**src/rtl/snes_video_pkg.sv**
```systemverilog
// Shared video types and helpers for the SNES->HDMI path.
//   rgb555_t       : SNES pixel, {b5,g5,r5}
//   rgb888_t       : HDMI pixel, {r8,g8,b8}
//   expand5to8     : 5:5:5 -> 8:8:8 by MSB replication
//   dim_half       : halve each 8-bit channel (scanline effect)
//   SCALER_LATENCY : cycles from cx/cy to rgb in the read-side scaler
package snes_video_pkg;

  typedef logic [14:0] rgb555_t;
  typedef logic [23:0] rgb888_t;

  localparam int SCALER_LATENCY = 2;

  // Replicating the top bits keeps full-scale 5'h1F at 8'hFF and 0 at 0.
  function automatic rgb888_t expand5to8(input rgb555_t c);
    return {c[4:0], c[4:2], c[9:5], c[9:7], c[14:10], c[14:12]};
  endfunction

  function automatic rgb888_t dim_half(input rgb888_t c);
    return {1'b0, c[23:17], 1'b0, c[15:9], 1'b0, c[7:1]};
  endfunction

endpackage

```
**src/rtl/snes_scaler_rd_scale_counter.sv**
```systemverilog
// Sub-pixel / source-pixel counter pair for one scaling axis.
//   clk, reset : clock, async active-high reset
//   clr        : restart at 0 this cycle (outputs read as 0 immediately)
//   adv        : consume one output pixel/row this cycle
//   sub        : replica index within the current source pixel, 0..SCALE-1
//   src        : current source pixel/line index
//   last_sub   : sub is on the final replica of src
// sub/src are the values in effect for the current cycle: a clear is
// visible combinationally so the first window pixel reads address 0, and
// an advance in the same cycle steps from that cleared value.
module scale_counter #(
  parameter int SCALE = 3,
  parameter int SRC_W = 256,
  localparam int SRC_BITS = $clog2(SRC_W)
) (
  input  logic                clk,
  input  logic                reset,
  input  logic                clr,
  input  logic                adv,
  output logic [2:0]          sub,
  output logic [SRC_BITS-1:0] src,
  output logic                last_sub
);

  logic [2:0]          sub_q;
  logic [SRC_BITS-1:0] src_q;

  assign sub      = clr ? '0 : sub_q;
  assign src      = clr ? '0 : src_q;
  assign last_sub = (sub == 3'(SCALE - 1));

  always_ff @(posedge clk or posedge reset) begin
    if (reset) begin
      sub_q <= '0;
      src_q <= '0;
    end else if (adv) begin
      if (last_sub) begin
        sub_q <= '0;
        src_q <= src + 1'b1;
      end else begin
        sub_q <= sub + 3'd1;
        src_q <= src;
      end
    end else if (clr) begin
      sub_q <= '0;
      src_q <= '0;
    end
  end

endmodule

```
**src/rtl/snes_scaler_rd.sv**
```systemverilog
// Read side of the SNES->HDMI line buffer, pixel clock domain.
// Maps HDMI raster (cx, cy) onto a centred integer-scaled SNES window,
// issues line-buffer reads, expands 5:5:5 to 8:8:8 with optional scanline
// dimming and overlay, and flags line/frame progress to the writer.
//   clk_pixel, reset      : pixel clock, async active-high reset
//   cx, cy                : HDMI raster position
//   scanline_en           : dim the last replicated row of each source line
//   overlay, overlay_color: replace buffer data with a fixed 5:5:5 colour
//   mem_rd_addr/_data     : BRAM port, {slot, x_src}; data 1 cycle later
//   rgb                   : {r8,g8,b8}, 2 cycles after cx/cy
//   line_done             : pulse on the final read of a source line
//   frame_start           : pulse at the first active window pixel
//   src_y                 : source line currently being read
module snes_scaler_rd
  import snes_video_pkg::*;
#(
  parameter int          FRAME_W        = 1280,
  parameter int          FRAME_H        = 720,
  parameter int          SRC_W          = 256,
  parameter int          SRC_H          = 224,
  parameter int          SCALE          = 3,
  parameter int          BUF_LINES_LOG2 = 4,
  parameter logic [23:0] BORDER_RGB     = 24'h303030,
  localparam int         XW             = $clog2(SRC_W),
  localparam int         AW             = BUF_LINES_LOG2 + XW
) (
  input  logic          clk_pixel,
  input  logic          reset,
  input  logic [10:0]   cx,
  input  logic [9:0]    cy,
  input  logic          scanline_en,
  input  logic          overlay,
  input  logic [14:0]   overlay_color,
  output logic [AW-1:0] mem_rd_addr,
  input  logic [14:0]   mem_rd_data,
  output logic [23:0]   rgb,
  output logic          line_done,
  output logic          frame_start,
  output logic [7:0]    src_y
);

  localparam int X0 = (FRAME_W - SRC_W * SCALE) / 2;
  localparam int Y0 = (FRAME_H - SRC_H * SCALE) / 2;
  localparam int X1 = X0 + SRC_W * SCALE;
  localparam int Y1 = Y0 + SRC_H * SCALE;
  localparam int Y_SPAN = 256;  // y counter range matches the 8-bit src_y

  if (SRC_W * SCALE > FRAME_W || SRC_H * SCALE > FRAME_H) begin : g_bad_fit
    $error("snes_scaler_rd: scaled source does not fit the frame");
  end
  if (SCALE < 1 || SCALE > 7) begin : g_bad_scale
    $error("snes_scaler_rd: SCALE must be 1..7");
  end

  // ---------------- stage 0: raster decode and counters ----------------
  logic in_rows, in_win, x_clr, y_clr, row_end;

  assign in_rows = (cy >= 10'(Y0)) && (cy < 10'(Y1));
  assign in_win  = in_rows && (cx >= 11'(X0)) && (cx < 11'(X1));
  assign x_clr   = (cx == 11'(X0));
  assign y_clr   = x_clr && (cy == 10'(Y0));
  assign row_end = in_rows && (cx == 11'(X1));

  logic [2:0]    x_sub, y_sub;
  logic [XW-1:0] x_src;
  logic [7:0]    y_src;
  logic          x_last, y_last;

  scale_counter #(.SCALE(SCALE), .SRC_W(SRC_W)) u_x_cnt (
    .clk(clk_pixel), .reset(reset), .clr(x_clr), .adv(in_win),
    .sub(x_sub), .src(x_src), .last_sub(x_last)
  );

  scale_counter #(.SCALE(SCALE), .SRC_W(Y_SPAN)) u_y_cnt (
    .clk(clk_pixel), .reset(reset), .clr(y_clr), .adv(row_end),
    .sub(y_sub), .src(y_src), .last_sub(y_last)
  );

  logic [AW-1:0] addr_cur, addr_hold;

  assign addr_cur    = {y_src[BUF_LINES_LOG2-1:0], x_src};
  assign mem_rd_addr = in_win ? addr_cur : addr_hold;
  assign src_y       = y_src;

  // Pulses are tied to the read being issued, so gate them off in reset
  // since cx/cy keep running regardless.
  assign frame_start = !reset && y_clr;
  assign line_done   = !reset && in_win && x_last && y_last &&
                       (x_src == XW'(SRC_W - 1));

  always_ff @(posedge clk_pixel or posedge reset) begin
    if (reset)       addr_hold <= '0;
    else if (in_win) addr_hold <= addr_cur;
  end

  // ---------------- stage 1: sidebands alongside BRAM data -------------
  logic          vld_s1, in_win_d, ov_d, dim_d;
  logic [14:0]   ocol_d;

  always_ff @(posedge clk_pixel or posedge reset) begin
    if (reset) begin
      vld_s1   <= 1'b0;
      in_win_d <= 1'b0;
      ov_d     <= 1'b0;
      dim_d    <= 1'b0;
      ocol_d   <= '0;
    end else begin
      vld_s1   <= 1'b1;
      in_win_d <= in_win;
      ov_d     <= overlay;
      dim_d    <= scanline_en && y_last;
      ocol_d   <= overlay_color;
    end
  end

  // ---------------- stage 2: colour select and register ----------------
  rgb888_t pix_c, mem_c;

  assign mem_c = expand5to8(mem_rd_data);

  always_comb begin
    pix_c = mem_c;
    if (!in_win_d)  pix_c = BORDER_RGB;
    else if (ov_d)  pix_c = expand5to8(ocol_d);
    else if (dim_d) pix_c = dim_half(mem_c);
  end

  always_ff @(posedge clk_pixel or posedge reset) begin
    if (reset)       rgb <= '0;
    else if (vld_s1) rgb <= pix_c;
  end

endmodule

```
**config.mk**
```make
export PLATFORM = sky130hd
export DESIGN_NAME = snes_scaler_rd
export DESIGN_NICKNAME = d
export VERILOG_FILES = /design/src/rtl/snes_video_pkg.sv /design/src/rtl/snes_scaler_rd_scale_counter.sv /design/src/rtl/snes_scaler_rd.sv
export SDC_FILE = /design/constraint.sdc
export NUM_CORES = 1
export LEC_CHECK = 0
export BUFFER_PORTS_ARGS = -buffer_cell sky130_fd_sc_hd__buf_2
export CORE_MARGIN = 8
export CORE_UTILIZATION = 55
export CTS_CLUSTER_DIAMETER = 100
export DETAILED_ROUTE_END_ITERATION = 7
export PLACE_DENSITY_LB_ADDON = 0.1
export SLEW_MARGIN = 20
export SYNTH_ARGS = -nofsm -noshare
export SYNTH_HDL_FRONTEND = slang
export SYNTH_SLANG_ARGS = --single-unit
```
**constraint.sdc**
```tcl
create_clock -name clk_pixel -period 3.04 [get_ports clk_pixel]
set_input_delay 0.152 -clock clk_pixel [delete_from_list [all_inputs] [get_ports clk_pixel]]
set_output_delay 0.152 -clock clk_pixel [all_outputs]
set_load 0.03 [all_outputs]
```
Yosys cells after proc, flatten, opt, wreduce, memory -nomap -nowiden
Cells that the tools add are included.
{ "word_totals": {"ramBits": 0, "rom_bits": 0, "elab_cells": 53, "latchBits": 0, "reg_bits": 77, "mem_count": 0, "input_bits": 55} }
{ "op_classes": {"n_addsub": 4, "mux": 16, "eq_ne": 6, "multipliers": 0, "magnitude_cmp": 4, "n_bitwise": 0, "shifts": 0, "div": 0, "reduce_logical": 12} }
{ "op_table": {"columns": ["op", "count"], "rows": [
  ["two-way mux 24 bit", 3],
  ["two-way mux 8 bit", 6],
  ["two-way mux 3 bit", 6],
  ["adder 8 x 1 -> 8 bit (second input constant)", 2],
  ["two-way mux 12 bit", 1],
  ["== test 11 bit (second input constant)", 1],
  ["== test 11 x 9 -> 1 bit (second input constant)", 1],
  [">= comparator 11 x 9 -> 1 bit (second input constant)", 1],
  ["logical AND 1 bit", 11],
  ["less-than comparator 11 bit (second input constant)", 1],
  ["== test 10 x 5 -> 1 bit (second input constant)", 1],
  [">= comparator 10 x 5 -> 1 bit (second input constant)", 1],
  ["less-than comparator 10 bit (second input constant)", 1],
  ["== test 8 bit (second input constant)", 1],
  ["adder 3 x 1 -> 3 bit (second input constant)", 2],
  ["== test 3 x 2 -> 1 bit (second input constant)", 2],
  ["logical NOT 1 bit", 1]
]} }

Logic depth before layout (Yosys ltp)
Gate-level depths: netlist (run 1).
{ "logic_depth": {"depth_word": 8, "mapped_depth": 9} }

Hierarchy
A second synthesis (run 1) with hierarchy kept.
{ "hier_totals": {"cells_unflattened": 313, "hier_area_um2": 3497.1} }
{ "by_module_without_submodules": {"columns": ["mod", "area_each_um2", "cells_per_inst", "seq_area_each_um2", "n_inst"], "rows": [
  ["snes_scaler_rd", 2228.4, 191, 1301.2, 1],
  ["scale_counter", 634.4, 61, 275.3, 2]
]} }

Worst setup path before layout (run 1)
OpenSTA, ideal clock, no wires.
{ "synth_path": {"path_type": "reg2out", "start": "register u_x_cnt.sub_q[2]", "end": "output port line_done", "path_stages_with_launch": 5, "n_path_buf": 0, "path_slack_ns": 0.533, "arrival_ns": 2.355, "t_required_ns": 2.888, "path_cell_list": "dfrtp_1 -> nand2b_1 -> or3_4 -> or4_4 -> nor4_1"} }
{ "synth_via": {"elab_chain_cells": 5} }
{ "synth_lines": {"columns": ["element", "line", "rtl"], "rows": [
  ["start, declared", "snes_scaler_rd_scale_counter.sv:25", "logic [2:0] sub_q;"],
  ["start signal, assigned", "snes_scaler_rd_scale_counter.sv:41", "sub_q <= sub + 3'd1;"],
  ["two-way mux 3 bit", null, null],
  ["== test 3 x 2 -> 1 bit", "snes_scaler_rd_scale_counter.sv:30", "assign last_sub = (sub == 3'(SCALE - 1));"],
  ["logical AND 1 bit (3 in series)", "snes_scaler_rd.sv:88", "assign line_done = !reset && in_win && x_last && y_last &&"],
  ["end, declared", "snes_scaler_rd.sv:37", "output logic line_done,"]
]} }
Every way passes these cells.

Worst setup path in the final report (run 1)
{ "layout_path": {"start": "input port cy[6]", "end": "output port mem_rd_addr[11]"} }
{ "layout_via": {"elab_chain_cells": 5} }
{ "layout_lines": {"columns": ["element", "line", "rtl"], "rows": [
  ["start, declared", "snes_scaler_rd.sv:30", "input logic [9:0] cy,"],
  [">= comparator 10 x 5 -> 1 bit or less-than comparator 10 bit (tied branches)", "snes_scaler_rd.sv:58", "assign in_rows = (cy >= 10'(Y0)) && (cy < 10'(Y1));"],
  ["logical AND 1 bit *", "snes_scaler_rd.sv:58", null],
  ["logical AND 1 bit * (2 in series)", "snes_scaler_rd.sv:59", "assign in_win = in_rows && (cx >= 11'(X0)) && (cx < 11'(X1));"],
  ["named net in_win", "snes_scaler_rd.sv:56", "logic in_rows, in_win, x_clr, y_clr, row_end;"],
  ["two-way mux 12 bit *", null, null],
  ["end, declared", "snes_scaler_rd.sv:34", "output logic [AW-1:0] mem_rd_addr,"]
]} }
The timed path passes the listed nets; every way through them passes the cells marked *.

==> results of run 1 <==
==> per-layer routing <==
metal  track usage (%)  part of all wire (%)  vias up
met3              4.37                   6.1       13
met1              23.3                    43     1340
met4              9.23                   1.9        0
li1                  -                     -     1400
met2              32.6                    49      101
met5                 0                     0        -
==> flip-flops by register name, indices dropped and copies added (netlist names) <==
signal,count
dim_d,1
u_y_cnt.sub_q,3
ocol_d,15
rgb,21
u_x_cnt.src_q,8
in_win_d,1
u_x_cnt.sub_q,3
addr_hold,12
vld_s1,1
ov_d,1
u_y_cnt.src_q,8
==> worst min-delay path by stage <==
stage,start,to,slack (ns)
floorplan,overlay_color[0],ocol_d[0],0.18
global placement,overlay_color[3],ocol_d[3],0.26
detailed placement,overlay_color[1],ocol_d[1],0.26
CTS,mem_rd_data[0],rgb[18],0.04
global route,scanline_en,dim_d,0.04
finish,scanline_en,dim_d,0.05
==> what timing repair did <==
action                                 in CTS  in global routing
endpoints found under the hold margin      47                  0
buffers inserted                            0                  0
hold buffers                               17                  0
==> final cells by class <==
| class | count | share of cell area, % |
|---|---|---|
| Timing Repair Buffer | 121 | 16.2 |
| Clock inverter | 7 | 1.77 |
| Clock buffer | 9 | 2.87 |
| Inverter | 18 | 1.56 |
| Multi-Input combinational cell | 224 | 32.5 |
| Tap cell | 75 | 2.17 |
| Sequential cell | 74 | 42.9 |
==> worst max-delay path, cell delays in order <==
cell	delay (ns)
buf_2	0.10
or4_4	0.55
nor3b_2	0.34
or3_1	0.55
inv_1	0.27
mux2_2	0.35
buf_2	0.18
==> cell usage in the layout (no fill, tap or decap), drive strengths merged, types with 2 or more instances in the layout <==
| cell type | netlist | layout |
|---|---|---|
| a21oi | 30 | 30 |
| a22oi | 3 | 3 |
| nand4 | 6 | 6 |
| ha | 2 | 2 |
| nor3 | 2 | 2 |
| nor2b | 5 | 5 |
| mux2i | 14 | 14 |
| xor2 | 2 | 2 |
| o21ai | 19 | 19 |
| nor3b | 3 | 3 |
| clkbuf | 7 | 9 |
| nor4b | 2 | 2 |
| o22ai | 12 | 12 |
| clkinv | 0 | 2 |
| and2 | 13 | 13 |
| dfrtp | 74 | 74 |
| clkinvlp | 0 | 2 |
| and4 | 2 | 2 |
| nand2b | 2 | 2 |
| inv | 18 | 20 |
| nand3 | 9 | 9 |
| nor2 | 29 | 29 |
| xnor2 | 4 | 4 |
| nor4 | 6 | 6 |
| mux2 | 9 | 9 |
| o211ai | 2 | 2 |
| dlygate4sd3 | 0 | 17 |
| nand2 | 22 | 22 |
| buf | 11 | 104 |
| or3 | 10 | 10 |
| nand3b | 2 | 2 |
| or4 | 2 | 2 |
==> power by group <==
| group | internal, mW | total [mW] | leakage, nW | switching [mW] |
|---|---|---|---|---|
| Combinational | 0.170 | 0.425 | 1.01 | 0.255 |
| Clock | 0.385 | 0.764 | 0.0962 | 0.380 |
| Sequential | 1.07 | 1.14 | 0.939 | 0.0676 |
| Total | 1.63 | 2.33 | 2.04 | 0.702 |
==> through the flow <==
stage	instance area [µm²]	util [%]	worst slack, ns	power, mW	std cells
6_report	4320	72.5	0.392	2.33	528
5_1_grt	4320	72.5	0.173	2.45	528
4_1_cts	4320	72.5	0.342	2.36	528
3_5_place_dp	3950	66.3	0.330	1.57	495
3_3_place_gp	3950	66.3	0.459	1.56	495
2_1_floorplan	3410	-	0.533	1.43	334
==> logic make-up (layout without fill, tap and decap cells) <==
kind of cell | Yosys count | in the layout | share of synthesized area, %
simple gates | 119 | 119 | 19.4
flops | 74 | 74 | 54.2
compound gates | 73 | 73 | 12.3
buf+inv | 36 | 155 | 4.62
mux | 23 | 23 | 7.07
xor+xnor | 6 | 6 | 1.54
fa+ha+maj | 2 | 2 | 0.733
other cells | 1 | 1 | 0.110
==> results.md, run 1 <==
* DRT iter0 DRCs at 68
* First-pass GRT wire length at around 14000 µm
* Tmin final at about 2.6 ns
* Post-Syn Nets at between 300 and 400
* H-tree levels at 3
* Setup TNS at 0 ns
* DR DRC count at 0
* Die W at between 90 and 100 µm
* Worst Setup EP: mem_rd_addr[11]
* Outcome: completed
* Most frequent cell after synthesis: dfrtp_1
* Die ar. at between 8000 and 9000 µm²
* Number of CTS-inserted buffers at 9
* Asr flop ratio synth at between 90% and 100%
* WL final at approximately 8400 µm
* GRT Residual Overflow at 0
* Placer Congestion at between 0.8 and 0.9
* Initial antenna violation count at 0
* Mapped cell area at 3410 µm²
* Yosys top cell area share at 54.2%
* Largest net degree at the start of global routing at 34
* Avg Cell Area, Syn at about 10 µm²
* PostCTS Resize Cnt at 0
* F_max at ~0.38 GHz
* Clk root buf: clkbuf_8
* Crit path max fanout at 21
* Synth warnings at 0
* Vias in the first global route at roughly 3000
* Via count at around 2900
* Reg2reg path depth at 4
* Pwr dens at about 540 nW/µm²
* Final ANT Viol Nets at 0
* MaxCap Viol Count at 0
* N_diodes at 0
* P&R area growth vs syn at 26.5%
* Tcrit/Tclk final at 87.1%
* GRT Total Usage at 19.4%
* Layout cell share with drive strength beyond 1 at a little under a third
* Drt pass-1 iters at 4
* FF-to-FF Start: u_y_cnt.sub_q[0]
* RSZ-0062 raised after global routing: no
* Detail Placement HPWL at 6020 µm
* Clock buffer depth at 2
* Final Max Tran Viols at 0
* CTS tree: built
* Setup CP Type: in -> out
* Register area at 1850 µm²
* Rows at 28
* EDFF count, synth at 0
* VDD IR max at about 470 µV
* Crit path capture type: output pin
* CTS sink cnt at 74
* Cells after Synth at 334
* Skew final at approximately 0.008 ns
* Worst Setup Start Kind: primary input
* Critical path data required time at just under 3 ns
* # port buffers at 100
* CTS clk-pin slew, worst paths at about 0.080 ns
* Multi-input gate area at 1410 µm²
* Core Area at between 5000 and 6000 µm²
* Via density at approximately 5.4
* Clk_lat worst skew at between 0.3 and 0.4 ns
* Relative slew slack at a little over two fifths
* Pleak at 2.04 nW
* # fillers at between 400 and 500
* Worst Hold Class: in -> reg
* Wire per inst at approximately 16 µm
* Hold Fails Final Rpt at 0
* Flops & latches, synth at 74
* Worst Tran Pin Value at roughly 0.86 ns
* Worst Setup SP: cy[6]
* Layout Nets at just over 500
* R2R Setup Slk at about 0.8 ns
* Ys flop type: dfrtp_1
* Initial Utilization at between 50% and 60%
* Synth unique cells at 47
* Hold path cells at 2
* Most frequent cells after synthesis: dfrtp_1, a21oi_1, nor2_1, nand2_1, o21ai_0
* Die height at 94.8 µm
* Synth top area cells: dfrtp_1, a21oi_1, mux2i_1, nor2_1, mux2_2
* Crit path DAT at 2.50 ns
* IO Count at just over 100
* Critical R2R Capture: u_y_cnt.src_q[3]
* WHS at about 0.054 ns
* Leading area contributor after synthesis: dfrtp_1
* Seq/Total Area, Yosys at 54.2%
* Setup Viol. Count Final at 0
No activity file was read; power rests on OpenSTA's default activity.
==> run 2, diff against run 1 <==
Settings changed: BUFFER_PORTS_ARGS -buffer_cell sky130_fd_sc_hd__buf_2 to default, CORE_UTILIZATION 55 to 60, DONT_BUFFER_PORTS from default to 1.
==> run 2 against run 1 <==
Effect of this change:
- combinational power is 27% lower
- power is 0.28% lower
- routed wire length is 5.7% lower
- global-route usage is 0.072 points higher
- non-clock buffer count is 89 lower
- setup slack better by 0.21 ns
==> results.md, run 2 (synthesis results as in run 1) <==
* Outcome: completed (unchanged)
* MaxCap Viol Count at 0 (unchanged)
* Die W at 91.4 µm (was 94.8 µm)
* Rows at 27 (was 28)
* Placer Congestion at 0.774 (was 0.825)
* Met3 usage at 5.93% (was 4.37%)
* PostCTS Resize Cnt at 0 (unchanged)
* R2R Setup Slk at 0.93 ns (was 0.80 ns)
* Worst Tran Pin Value at 1.07 ns (was 0.862 ns)
* CP max-delay cell: or4_4 (unchanged)
* WL final at 7890 µm (was 8370 µm)
* Max reg flops at 21 (unchanged)
* GR peak layer: met2 (unchanged)
* Hold path cells at 2 (unchanged)
* Met2 Usage GRT at 32.1% (was 32.6%)
* H-tree levels at 3 (unchanged)
* Worst Hold Path EP: rgb[23] (was dim_d)
* Wire per inst at 18.1 µm (was 15.8 µm)
* Tcrit/Tclk final at 80.3% (was 87.1%)
* Vias in the first global route at 2613 (was 3002)
* # port buffers at 0 (was 100)
* Layout Nets at 416 (was 505)
* CP max stage delay at 0.53 ns (was 0.55 ns)
* Most frequent cells in the layout: dfrtp_1, a21oi_1, nor2_1, nand2_1, dlygate4sd3_1 (was buf_2, dfrtp_1, a21oi_1, nor2_1, nand2_1)
* Largest net degree at the start of global routing at 45 (was 34)
* RSZ-0062 raised after global routing: no (unchanged)
* Core Area at 5510 µm² (was 5960 µm²)
* CP delay by family, top: simple AND/OR/NAND/NOR gates (unchanged)
* Initial antenna violation count at 0 (unchanged)
* Largest Register: rgb (unchanged)
* Crit path DAT at 2.29 ns (was 2.50 ns)
* Skew final at 0.00883 ns (was 0.00789 ns)
* Worst Setup Start Kind: flop (was primary input)
* F_max at 0.409 GHz (was 0.378 GHz)
* Critical path data required time at 2.89 ns (about the same)
* Die height at 91.4 µm (was 94.8 µm)
* Critical-path cell list: nand2b_1, or3_4, or4_4, nor4_1, buf_4 (was buf_2, or4_4, nor3b_2, or3_1, inv_1, mux2_2, buf_2)
* Crit path max fanout at 4 (was 21)
* DRT iter0 DRCs at 100 (was 68)
* Setup TNS at 0 ns (unchanged)
* IO Count at 101 (unchanged)
* N_diodes at 0 (unchanged)
* Critical R2R Capture: u_y_cnt.src_q[7] (was u_y_cnt.src_q[3])
* Final Max Tran Viols at 0 (unchanged)
* CTS tree: built (unchanged)
* Final ANT Viol Nets at 0 (unchanged)
* CTS clk-pin slew, worst paths at 0.07 ns (was 0.08 ns)
* Setup Viol. Count Final at 0 (unchanged)
* Power Total at 2.32 mW (was 2.33 mW)
* Detail Placement HPWL at 5600 µm (was 6020 µm)
* Clock buffer depth at 2 (unchanged)
* FF-to-FF Start: u_y_cnt.sub_q[0] (unchanged)
* P&R area growth vs syn at 14.9% (was 26.5%)
* Most common cell after layout, fill and taps aside: dfrtp_1 (was buf_2)
* GRT Total Usage at 19.5% (was 19.4%)
* Clk root buf: clkbuf_8 (unchanged)
* Buf/Inv on CP at 1 (was 3)
* Met1 global-route usage at 23.1% (was 23.3%)
* GRT Residual Overflow at 0 (unchanged)
* Via count at 2524 (was 2854)
* Die ar. at 8360 µm² (was 8990 µm²)
* Area post-placement at 3500 µm² (was 3950 µm²)
* Worst Hold Class: in -> reg (unchanged)
* Design Area, Final at 3920 µm² (was 4320 µm²)
* Pwr dens at 592 nW/µm² (was 540 nW/µm²)
* Pleak at 1.67 nW (was 2.04 nW)
* Number of CTS-inserted buffers at 9 (unchanged)
* VDD IR max at 410 µV (was 473 µV)
* Tmin final at 2.44 ns (was 2.65 ns)
* Clk_lat worst skew at 0.34 ns (about the same)
* Hold Fails Final Rpt at 0 (unchanged)
* WHS at 0.0275 ns (was 0.0536 ns)
* Reg2reg path depth at 4 (unchanged)
* Hold wc startpoint: mem_rd_data[4] (was scanline_en)
* CTS sink cnt at 74 (unchanged)
* Drt pass-1 iters at 6 (was 4)
* First-pass GRT wire length at 13100 µm (was 13900 µm)
* Relative slew slack at 28.1% (was 42.5%)
* Via density at 5.80 (was 5.41)
* DR DRC count at 0 (unchanged)
* Setup CP Type: reg -> out (was in -> out)
* Crit path capture type: output pin (unchanged)
* Layout cell share with drive strength beyond 1 at 12.4% (was 30.7%)
* Regs by FF count: rgb x21, ocol_d x15, addr_hold x12 (unchanged)
* Final core utilization at 71.3% (was 72.5%)
* Initial Utilization at 62.0% (was 57.3%)
-- run 2: area by class of cell --
cell class / instances / area, µm²
Sequential cell: 74 / 1850
Fill cell: 418 / 1580
Multi-Input combinational cell: 224 / 1410
Timing Repair Buffer: 32 / 293
Clock buffer: 10 / 138
Tap cell: 72 / 90.1
Clock inverter: 5 / 78.8
Inverter: 18 / 67.6
-- run 2: how the worst max path moves through the flow --
stage                                start           end  slack (ns)  depth (start not counted)
after floorplan           u_x_cnt.sub_q[2]     line_done        0.53                          4
after global placement               cy[4]  addr_hold[4]        0.70                          4
after detailed placement             cy[4]  addr_hold[4]        0.67                          4
after CTS                 u_x_cnt.sub_q[2]     line_done        0.57                          5
after global routing      u_x_cnt.sub_q[2]     line_done        0.48                          5
final                     u_x_cnt.sub_q[2]     line_done        0.60                          5
-- run 2: per-layer routing --
layer | share of wire (%) | wire length [µm] | vias to the layer above
li1 | - | - | 1217
met1 | 40 | 3180 | 1213
met5 | 0 | 0 | -
met4 | 1.5 | 122 | 0
met2 | 49 | 3900 | 82
met3 | 8.7 | 684 | 12
-- run 2: repair_timing --
action	CTS	global route
hold endpoints to repair	94	0
hold buffers	21	0
setup buffers	0	0
-- run 2: report_power, final --
group	internal (mW)	switching (mW)
sequential	1.07	0.116
clock	0.478	0.347
combinational	0.126	0.183
total	1.68	0.646
-- run 2: metrics by stage --
step                cells  setup WS, ns
finish                435         0.598
global route          435         0.482
detailed placement    399         0.669
floorplan             334         0.533
CTS                   435         0.573
global placement      399         0.697
==> run 3, diff against run 2 <==
Clock period 3.04 ns to 2.6 ns, I/O delays scaled along.
==> run 3 against run 2 <==
Effect of this change:
- sequential power up 17%
- non-clock buffer count grew 6
- die area unchanged
- cell area grew 1.5%
- global-route usage increased by 0.15 points
- cell count grew 1.4%
- setup slack got worse by 0.37 ns
- core utilization up 1.1 points
- routed wire length up 1.3%
==> results.md, run 3 (synthesis results as in run 1) <==
* RSZ-0062 raised after global routing: no (unchanged)
* CTS sink cnt at 74 (unchanged)
* Vias in the first global route at 2750 (was 2613)
* Relative slew slack at 31.6% (was 28.1%)
* Largest net degree at the start of global routing at 44 (was 45)
* Worst Hold Class: in -> reg (unchanged)
* Outcome: completed (unchanged)
* Detail Placement HPWL at 5640 µm (was 5600 µm)
* Rows at 27 (unchanged)
* Core Area at 5510 µm² (unchanged)
* First-pass GRT wire length at 13400 µm (was 13100 µm)
* Final core utilization at 72.3% (was 71.3%)
* Tmin final at approximately 2.4 ns
* IO Count at 101 (unchanged)
* CTS tree: built (unchanged)
* Clk_lat worst skew at 0.34 ns (about the same)
* Largest Register: rgb (unchanged)
* Via count at 2615 (was 2524)
* MaxCap Viol Count at 0 (unchanged)
* Layout Nets at 422 (was 416)
* DR DRC count at 0 (unchanged)
* CTS clk-pin slew, worst paths at 0.08 ns (was 0.07 ns)
* Setup Viol. Count Final at 0 (unchanged)
* Final Max Tran Viols at 0 (unchanged)
* Die height at 91.4 µm (unchanged)
* Most frequent cells in the layout: dfrtp_1, a21oi_1, nor2_1, nand2_1, dlygate4sd3_1 (unchanged)
* PostCTS Resize Cnt at 0 (unchanged)
* Initial antenna violation count at 0 (unchanged)
* Dpl ws at 0.479 ns (was 0.669 ns)
* Critical path data required time at 2.47 ns (was 2.89 ns)
* VDD IR max at 457 µV (was 410 µV)
* Clk root buf: clkbuf_8 (unchanged)
* Number of CTS-inserted buffers at 9 (unchanged)
* Setup TNS at 0 ns (unchanged)
* Final ANT Viol Nets at 0 (unchanged)
* GRT Total Usage at 19.7% (was 19.5%)
* Hold-fix buffers at CTS at 22 (was 21)
* Die ar. at 8360 µm² (unchanged)
* Multi-input gate area at 1410 µm² (unchanged)
* Die W at 91.4 µm (unchanged)
* Register area at 1850 µm² (unchanged)
* WHS at 0.0236 ns (was 0.0275 ns)
* # port buffers at 0 (unchanged)
* H-tree levels at 3 (unchanged)
* Pleak at 1.69 nW (was 1.67 nW)
* Wire per inst at 18.1 µm (about the same)
* GRT Residual Overflow at 0 (unchanged)
* Crit path capture type: output pin (unchanged)
* Via density at 5.93 (was 5.80)
* Post-CTS setup buffers at 0 (unchanged)
* Regs by FF count: rgb x21, ocol_d x15, addr_hold x12 (unchanged)
* # fillers at 392 (was 418)
* WL final at 7990 µm (was 7890 µm)
* Hold Fails Final Rpt at 0 (unchanged)
* Worst Tran Pin Value at 1.02 ns (was 1.07 ns)
* Drt pass-1 iters at 4 (was 6)
* Layout cell share with drive strength beyond 1 at 13.6% (was 12.4%)
* Placer Congestion at 0.794 (was 0.774)
* P&R area growth vs syn at 16.7% (was 14.9%)
* Pwr dens at 684 nW/µm² (was 592 nW/µm²)
* Clock buffer depth at 2 (unchanged)
* Initial Utilization at 62.0% (unchanged)
* Final WS setup at 0.227 ns (was 0.598 ns)
* Tcrit/Tclk final at approximately nine tenths
* Max reg flops at 21 (unchanged)
* Most common cell after layout, fill and taps aside: dfrtp_1 (unchanged)
* Worst Setup Start Kind: flop (unchanged)
* Setup CP Type: reg -> out (unchanged)
* N_diodes at 0 (unchanged)
* F_max at between 0.4 and 0.5 GHz
* Skew final at 0.00821 ns (was 0.00883 ns)
* DRT iter0 DRCs at 92 (was 100)
* Crit path max fanout at 4 (unchanged)
* Crit path DAT at 2.24 ns (was 2.29 ns)
## run 3: cell type report
type	count	share of cell area [%]
flip-flops and latches	74	46.5
clock buffers	9	3.11
multi-input cells	224	35.3
repair buffers	38	8.86
well taps	72	2.26
clock inverters	6	2.32
inverters	18	1.70
## run 3: routing by layer
| metal | vias to the layer above | part of all wire (%) | global-route usage (%) |
|---|---|---|---|
| met2 | 103 | 50 | 32.7 |
| met3 | 12 | 8.7 | 6.17 |
| met4 | 0 | 1.6 | 8.05 |
| met1 | 1267 | 40 | 23.0 |
| li1 | 1233 | - | - |
| met5 | - | 0 | 0 |
## run 3: stage by stage
step	cells	power (mW)	instance area [µm²]
after floorplan	334	1.68	3410
after global placement	404	1.74	3550
after detailed placement	404	1.75	3550
after CTS	441	2.74	3980
after global routing	441	2.85	3980
final	441	2.72	3980
## run 3: critical path, stage by stage, from the launching register on
cell and delay, ns:
dfrtp_1 0.40, nand2b_1 0.17, or3_4 0.35, or4_4 0.52
nor4_1 0.27, buf_4 0.21
## run 3: power breakdown
| group | internal (mW) | leakage, nW | switching (mW) |
|---|---|---|---|
| combinational | 0.153 | 0.652 | 0.219 |
| clock | 0.538 | 0.102 | 0.428 |
| sequential | 1.25 | 0.939 | 0.132 |
## run 3: path summary, 6_finish.rpt
kind / end / cells after the start / slack (ns) / start
hold / removal: rgb[7] / 2 / 0.02 / mem_rd_data[14]
max in group asynchronous: u_y_cnt.src_q[7] / 3 / 1.60 / reset
setup / recovery: line_done / 5 / 0.23 / u_x_cnt.sub_q[2]
setup reg to reg: u_y_cnt.src_q[5] / 4 / 0.52 / u_y_cnt.sub_q[0]
min in group asynchronous: ov_d / 2 / 0.35 / reset
hold reg to reg: addr_hold[3] / 2 / 0.50 / addr_hold[3]
